### config.mk
export PLATFORM = sky130hd
export DESIGN_NAME = seq_det_scheduler
export DESIGN_NICKNAME = d
export VERILOG_FILES = /design/src/rtl/seq_det_pkg.sv /design/src/rtl/seq_det_core.sv /design/src/rtl/seq_det_scheduler.sv
export SDC_FILE = /design/constraint.sdc
export NUM_CORES = 1
export LEC_CHECK = 0
export ABC_CLOCK_PERIOD_IN_PS = 2000
export BUFFER_PORTS_ARGS = -buffer_cell sky130_fd_sc_hd__buf_4
export CORE_MARGIN = 2
export CORE_UTILIZATION = 51
export DETAILED_ROUTE_END_ITERATION = 16
export PLACE_DENSITY = 0.89
export SKIP_LAST_GASP = 1
export SLEW_MARGIN = 5
export SYNTH_ARGS = -nofsm -noshare
export SYNTH_HDL_FRONTEND = slang
export SYNTH_SLANG_ARGS = --single-unit
### constraint.sdc
create_clock -name clk -period 2 [get_ports clk]
set_input_delay 0.4 -clock clk [delete_from_list [all_inputs] [get_ports clk]]
set_output_delay 0.4 -clock clk [all_outputs]
set_load 0.05 [all_outputs]
### src/rtl/seq_det_pkg.sv
// Shared types, default sizes and the round-robin selection helper used by
// the sequence-detector scheduler.
package seq_det_pkg;

    // Upper bound on the requester count; the arbiter helper works on this width.
    localparam int MAX_REQ = 8;
    localparam int IDX_W   = $clog2(MAX_REQ);

    // Default block sizing.
    localparam int DEF_N_REQ   = 4;
    localparam int DEF_FRAME_W = 16;

    // Scheduler FSM states.
    typedef enum logic [1:0] {
        IDLE   = 2'd0,
        SHIFT  = 2'd1,
        REPORT = 2'd2
    } state_e;

    // Rotate-and-priority-encode: return the first asserted request at or
    // after index (last+1) mod n. If nothing is requested, 'last' is returned
    // and the caller must not act on it.
    function automatic logic [IDX_W-1:0] rr_next(
        input logic [MAX_REQ-1:0] req_vec,
        input logic [IDX_W-1:0]   last,
        input int                 n
    );
        logic [IDX_W-1:0] sel;
        logic [IDX_W-1:0] cand;
        logic             found;
        sel   = last;
        found = 1'b0;
        for (int i = 1; i <= MAX_REQ; i++) begin
            if (i <= n && !found) begin
                cand = IDX_W'((int'(last) + i) % n);
                if (req_vec[cand]) begin
                    sel   = cand;
                    found = 1'b1;
                end
            end
        end
        return sel;
    endfunction

endpackage

### src/rtl/seq_det_core.sv
// Bit-serial pattern detector. Keeps the last two input bits and flags a hit
// when the current bit and the previous bit are both 1, or when the bit two
// back is 1 and the previous bit is 0. Overlapping hits are reported.
module seq_det_core
    import seq_det_pkg::*;
(
    input  logic clk,
    input  logic reset,
    input  logic clr,
    input  logic en,
    input  logic bit_in,
    output logic hit
);

    // hist_q[0] is b(t-1), hist_q[1] is b(t-2).
    logic [1:0] hist_q;

    // History register: cleared at frame start, advanced once per serial bit.
    // NOTE: state is updated with non-blocking assignments so every register
    // in the design samples pre-edge values regardless of block ordering.
    always_ff @(posedge clk or negedge reset) begin
        if (!reset) begin
            hist_q <= 2'b00;
        end else if (clr) begin
            hist_q <= 2'b00;
        end else if (en) begin
            hist_q <= {hist_q[0], bit_in};
        end
    end

    // Mealy hit from the current bit and the stored history.
    assign hit = (bit_in & hist_q[0]) | (hist_q[1] & ~hist_q[0]);

endmodule

### src/rtl/seq_det_scheduler.sv
// Round-robin scheduler that time-shares one serial pattern detector between
// N_REQ requesters. A granted frame is shifted MSB-first through the detector,
// hits are counted, and the count is returned with a one-cycle done strobe.
module seq_det_scheduler
    import seq_det_pkg::*;
#(
    parameter int N_REQ   = DEF_N_REQ,
    parameter int FRAME_W = DEF_FRAME_W,
    parameter int CNT_W   = $clog2(FRAME_W + 1)
) (
    input  logic                       clk,
    input  logic                       reset,
    input  logic [N_REQ-1:0]           req,
    input  logic [N_REQ*FRAME_W-1:0]   frame_data,
    output logic [N_REQ-1:0]           gnt,
    output logic                       busy,
    output logic [N_REQ-1:0]           done,
    output logic [CNT_W-1:0]           hit_count
);

    // Requester 0 has highest priority after reset, so the pointer starts at
    // the last index.
    localparam logic [IDX_W-1:0] PTR_RESET = IDX_W'(N_REQ - 1);
    localparam logic [CNT_W-1:0] LAST_BIT  = CNT_W'(FRAME_W - 1);

    state_e               state_q;
    logic [FRAME_W-1:0]   shreg_q;
    logic [CNT_W-1:0]     bit_cnt_q;
    logic [CNT_W-1:0]     cnt_q;
    logic [CNT_W-1:0]     hit_count_q;
    logic [N_REQ-1:0]     gnt_q;
    logic [N_REQ-1:0]     done_q;
    logic [IDX_W-1:0]     gnt_idx_q;
    logic [IDX_W-1:0]     last_grant_q;

    logic [IDX_W-1:0]     sel_idx;
    logic [FRAME_W-1:0]   frame_sel;
    logic [N_REQ-1:0]     gnt_onehot;
    logic [CNT_W-1:0]     cnt_next;
    logic                 det_clr;
    logic                 det_en;
    logic                 det_bit;
    logic                 det_hit;

    // Arbitration and frame selection for the requester that would be granted.
    // NOTE: every signal assigned here gets a default first so no path leaves
    // it unassigned, which would otherwise infer a latch.
    always_comb begin
        sel_idx    = rr_next(MAX_REQ'(req), last_grant_q, N_REQ);
        frame_sel  = '0;
        gnt_onehot = '0;
        for (int i = 0; i < N_REQ; i++) begin
            if (IDX_W'(i) == sel_idx) begin
                frame_sel     = frame_data[i*FRAME_W +: FRAME_W];
                gnt_onehot[i] = 1'b1;
            end
        end
    end

    // Detector hookup: history is held clear while idle, advanced while shifting.
    assign det_clr  = (state_q == IDLE);
    assign det_en   = (state_q == SHIFT);
    assign det_bit  = shreg_q[FRAME_W-1];
    assign cnt_next = cnt_q + {{(CNT_W-1){1'b0}}, det_hit};

    seq_det_core u_core (
        .clk    (clk),
        .reset  (reset),
        .clr    (det_clr),
        .en     (det_en),
        .bit_in (det_bit),
        .hit    (det_hit)
    );

    // Scheduler FSM: grant in IDLE, serialise in SHIFT, strobe done in REPORT.
    always_ff @(posedge clk or negedge reset) begin
        if (!reset) begin
            state_q      <= IDLE;
            shreg_q      <= '0;
            bit_cnt_q    <= '0;
            cnt_q        <= '0;
            hit_count_q  <= '0;
            gnt_q        <= '0;
            done_q       <= '0;
            gnt_idx_q    <= '0;
            last_grant_q <= PTR_RESET;
        end else begin
            case (state_q)
                IDLE: begin
                    gnt_q  <= '0;
                    done_q <= '0;
                    if (|req) begin
                        shreg_q   <= frame_sel;
                        gnt_q     <= gnt_onehot;
                        gnt_idx_q <= sel_idx;
                        bit_cnt_q <= '0;
                        cnt_q     <= '0;
                        state_q   <= SHIFT;
                    end
                end
                SHIFT: begin
                    shreg_q   <= {shreg_q[FRAME_W-2:0], 1'b0};
                    bit_cnt_q <= bit_cnt_q + 1'b1;
                    cnt_q     <= cnt_next;
                    if (bit_cnt_q == LAST_BIT) begin
                        done_q      <= gnt_q;
                        hit_count_q <= cnt_next;
                        state_q     <= REPORT;
                    end
                end
                REPORT: begin
                    gnt_q        <= '0;
                    done_q       <= '0;
                    last_grant_q <= gnt_idx_q;
                    state_q      <= IDLE;
                end
                default: begin
                    gnt_q   <= '0;
                    done_q  <= '0;
                    state_q <= IDLE;
                end
            endcase
        end
    end

    assign gnt       = gnt_q;
    assign done      = done_q;
    assign hit_count = hit_count_q;
    assign busy      = (state_q != IDLE);

endmodule

==> metrics <==
crit path DAT between 2 and 2.5 ns; YS warnings 0; Worst-path clk slew 0.10 ns; share of layout cells above drive strength 1 0.339; Logic pwr share 0.498; Fin Clk Skew ~0.009 ns; top cells by area, synth dfrtp_1 44%, a221oi_1 9.1%, nand3_1 5.4%; commonest cells in the netlist 47 x dfrtp_1, 29 x nand3_1, 28 x a221oi_1; Num CTS Buffers 5; fillers 394; Die Span Y around 77 µm; cell taking the most area after synthesis dfrtp_1; syn_area_per_cell 10.1 µm²; ant diodes 0; wl on met1 2830 µm; CP Capture Type flop; top cell type's share of synthesized area 0.437; most frequent cell after synthesis dfrtp_1; post-route minimum period 1.87 ns; Worst Hold Class in2async; Startpoint Class flop; worst-path fanout max 26; worst slew pin tran 0.603 ns; Max stage delay cell, worst path dfstp_2; Mapped Area 2690 µm²; Max VDD drop 0.000585 V; via count 2579; switching share of power 0.428; hpwl dp 5140 µm; number of synthesized flops with an enable pin 0; CTS tree built; Fmax achieved approximately 0.53 GHz; count of input and output buffers 83; Sink Count 49; htree depth 2; Tot Pwr 4660 µW; first-pass GRT wire length 11900 µm; clock share of power 0.136; Routability Congestion roughly 0.8; period utilization 0.936; P_int 2670 µW; Total GRT Usage 0.251; Fin. Hold Viols 0; largest net degree at the start of global routing 50; RSZ-0062 raised after global routing false; grt ovf 0; status completed; Critical Path RT around 2.2 ns; WL met2 ~3800 µm; P_leak 0.00162 µW; die width 76.7 µm; Core Footprint 5110 µm²; Crit Path Class reg2reg; vias in the first global route ~2600; ANT nets after route 0; Clock Latency Late Sink 0.31 ns; metal3 WL slightly above 400 µm; Mapped Cells 267; fin util 0.686; Reg power frac 0.366; syn nets ~340; Slew Viols, Final 0; CP Cell Sequence nor2b_1, or3b_1, nand2_2, buf_12, nand3_1, a31oi_1; CTS Buffer Depth 2; sequential share of the synthesized area 0.456; Max-Cap Viols 0; Main synth FF type dfrtp_1; flop2flop setup slack 0.13 ns; top-level port count 84; mean routed wirelength per cell 17.4 µm; pwr dens 1330 nW/µm²; asr flop ratio synth 1.00; initial antenna violation count 0; Starting Density 0.527; die area 5880 µm²; total length of routed wires 7260 µm; clk root buf clkbuf_8; Yosys cell types 43; register bit total from synthesis 49; Worst path max stage delay 0.61 ns; Starting DRT DRC Count 281; Psw between 1500 and 2000 µW; highest routed layer met4; slew margin rel. 0.598; final setup vio count 0; first drt pass iteration count 4; DR vias/cell a little over 6; Rows 26; # DRC 0; Final Net Count 421; Area Overhead vs Synth 30.1%
==> critical path, delay by kind of cell, from the launching register on <==
family	cells	cell delay (ns)
simple gates	4	0.81
flops	1	0.61
buf+inv	1	0.19
compound gates	1	0.18
==> layout by cell type, fill, tap and decap left out, types with 2 or more instances in the layout <==
cell,synthesis,final
nor2_1,14,13
mux2i_1,6,6
a21o_1,14,14
dfrtp_1,47,47
ha_1,4,4
o21ai_1,3,3
xor2_1,3,3
nand3_1,29,29
clkbuf_8,0,6
a22o_1,8,7
nand2_1,13,12
inv_1,6,6
buf_4,3,92
nand3b_1,2,2
a21oi_1,5,5
o22ai_1,3,3
nor2b_1,5,5
a32o_1,3,3
o21ai_0,11,11
a21boi_0,4,4
buf_12,0,3
nor4_1,2,2
dfstp_2,2,2
a31oi_1,13,13
mux2_2,6,6
a221oi_1,28,28
or3b_1,2,2
==> power groups by stage <==
stage	clock network (µW)	logic, µW	registers, µW
6_report	634	2320	1710
5_1_grt	685	2520	1760
4_1_cts	643	2310	1700
3_5_place_dp	0	2280	1710
3_3_place_gp	0	2190	1690
2_1_floorplan	0	1350	1940
==> logic make-up after synthesis <==
group	Yosys count	synth area share
muxes	12	0.0474
DFF	49	0.456
AOI/OAI and AO/OA	98	0.273
buffers and inverters	28	0.0585
and+or+nand+nor	72	0.133
xor gates and xnor gates	4	0.0130
adders and majority gates	4	0.0186
==> routing by layer <==
metal	vias to the layer above	GRT usage
met1	1261	0.313
met4	0	0.122
met3	23	0.0435
met2	109	0.423
li1	1186	-
met5	-	0
==> per-stage QoR <==
step                      setup slack [ns]  setup TNS [ns]  hold WS (ns)  instance area (µm²)  cells
final                                0.127               0        0.0937                 3500    418
after detailed placement            -0.101          -0.798         0.452                 3380    409
after CTS                           0.0419               0         0.122                 3500    418
after global placement             -0.0117         -0.0864         0.456                 3380    409
after global routing                0.0370               0         0.136                 3500    418
after floorplan                      0.214               0         0.104                 2690    267
==> sequential cells by signal, indices dropped and copies added (netlist names) <==
register	cells
cnt_q	5
u_core.hist_q	2
gnt_idx_q	3
shreg_q	16
bit_cnt_q	5
done	4
gnt	4
state_q	2
hit_count	5
last_grant_q	3
==> path summary, 6_finish.rpt <==
kind,from,depth (start not counted),end
min in group clk,frame_data[29],3,shreg_q[13]
max in group asynchronous,reset,1,shreg_q[5]
min,reset,1,done[2]
max,last_grant_q[0],6,shreg_q[9]
min reg2reg,hit_count[2],2,hit_count[2]
max reg2reg,last_grant_q[0],6,shreg_q[9]
==> repair_timing <==
action,in CTS,in global routing
pin swaps,1,0
hold endpoints to repair,0,0
gates resized for setup,0,2
hold buffers,0,0
setup endpoints to repair,13,13
cloned,0,0
buffers inserted,1,0
==> cell type report <==
class                           count  area [µm²]  share of cell area
Clock buffer                        6        82.6              0.0236
Clock inverter                      2        17.5             0.00500
Timing Repair Buffer               95         751               0.214
Multi-Input combinational cell    190        1310               0.375
Sequential cell                    49        1230               0.351
Inverter                            6        22.5             0.00643
Tap cell                           70        87.6              0.0250
Power figures use the tool's default switching activity.
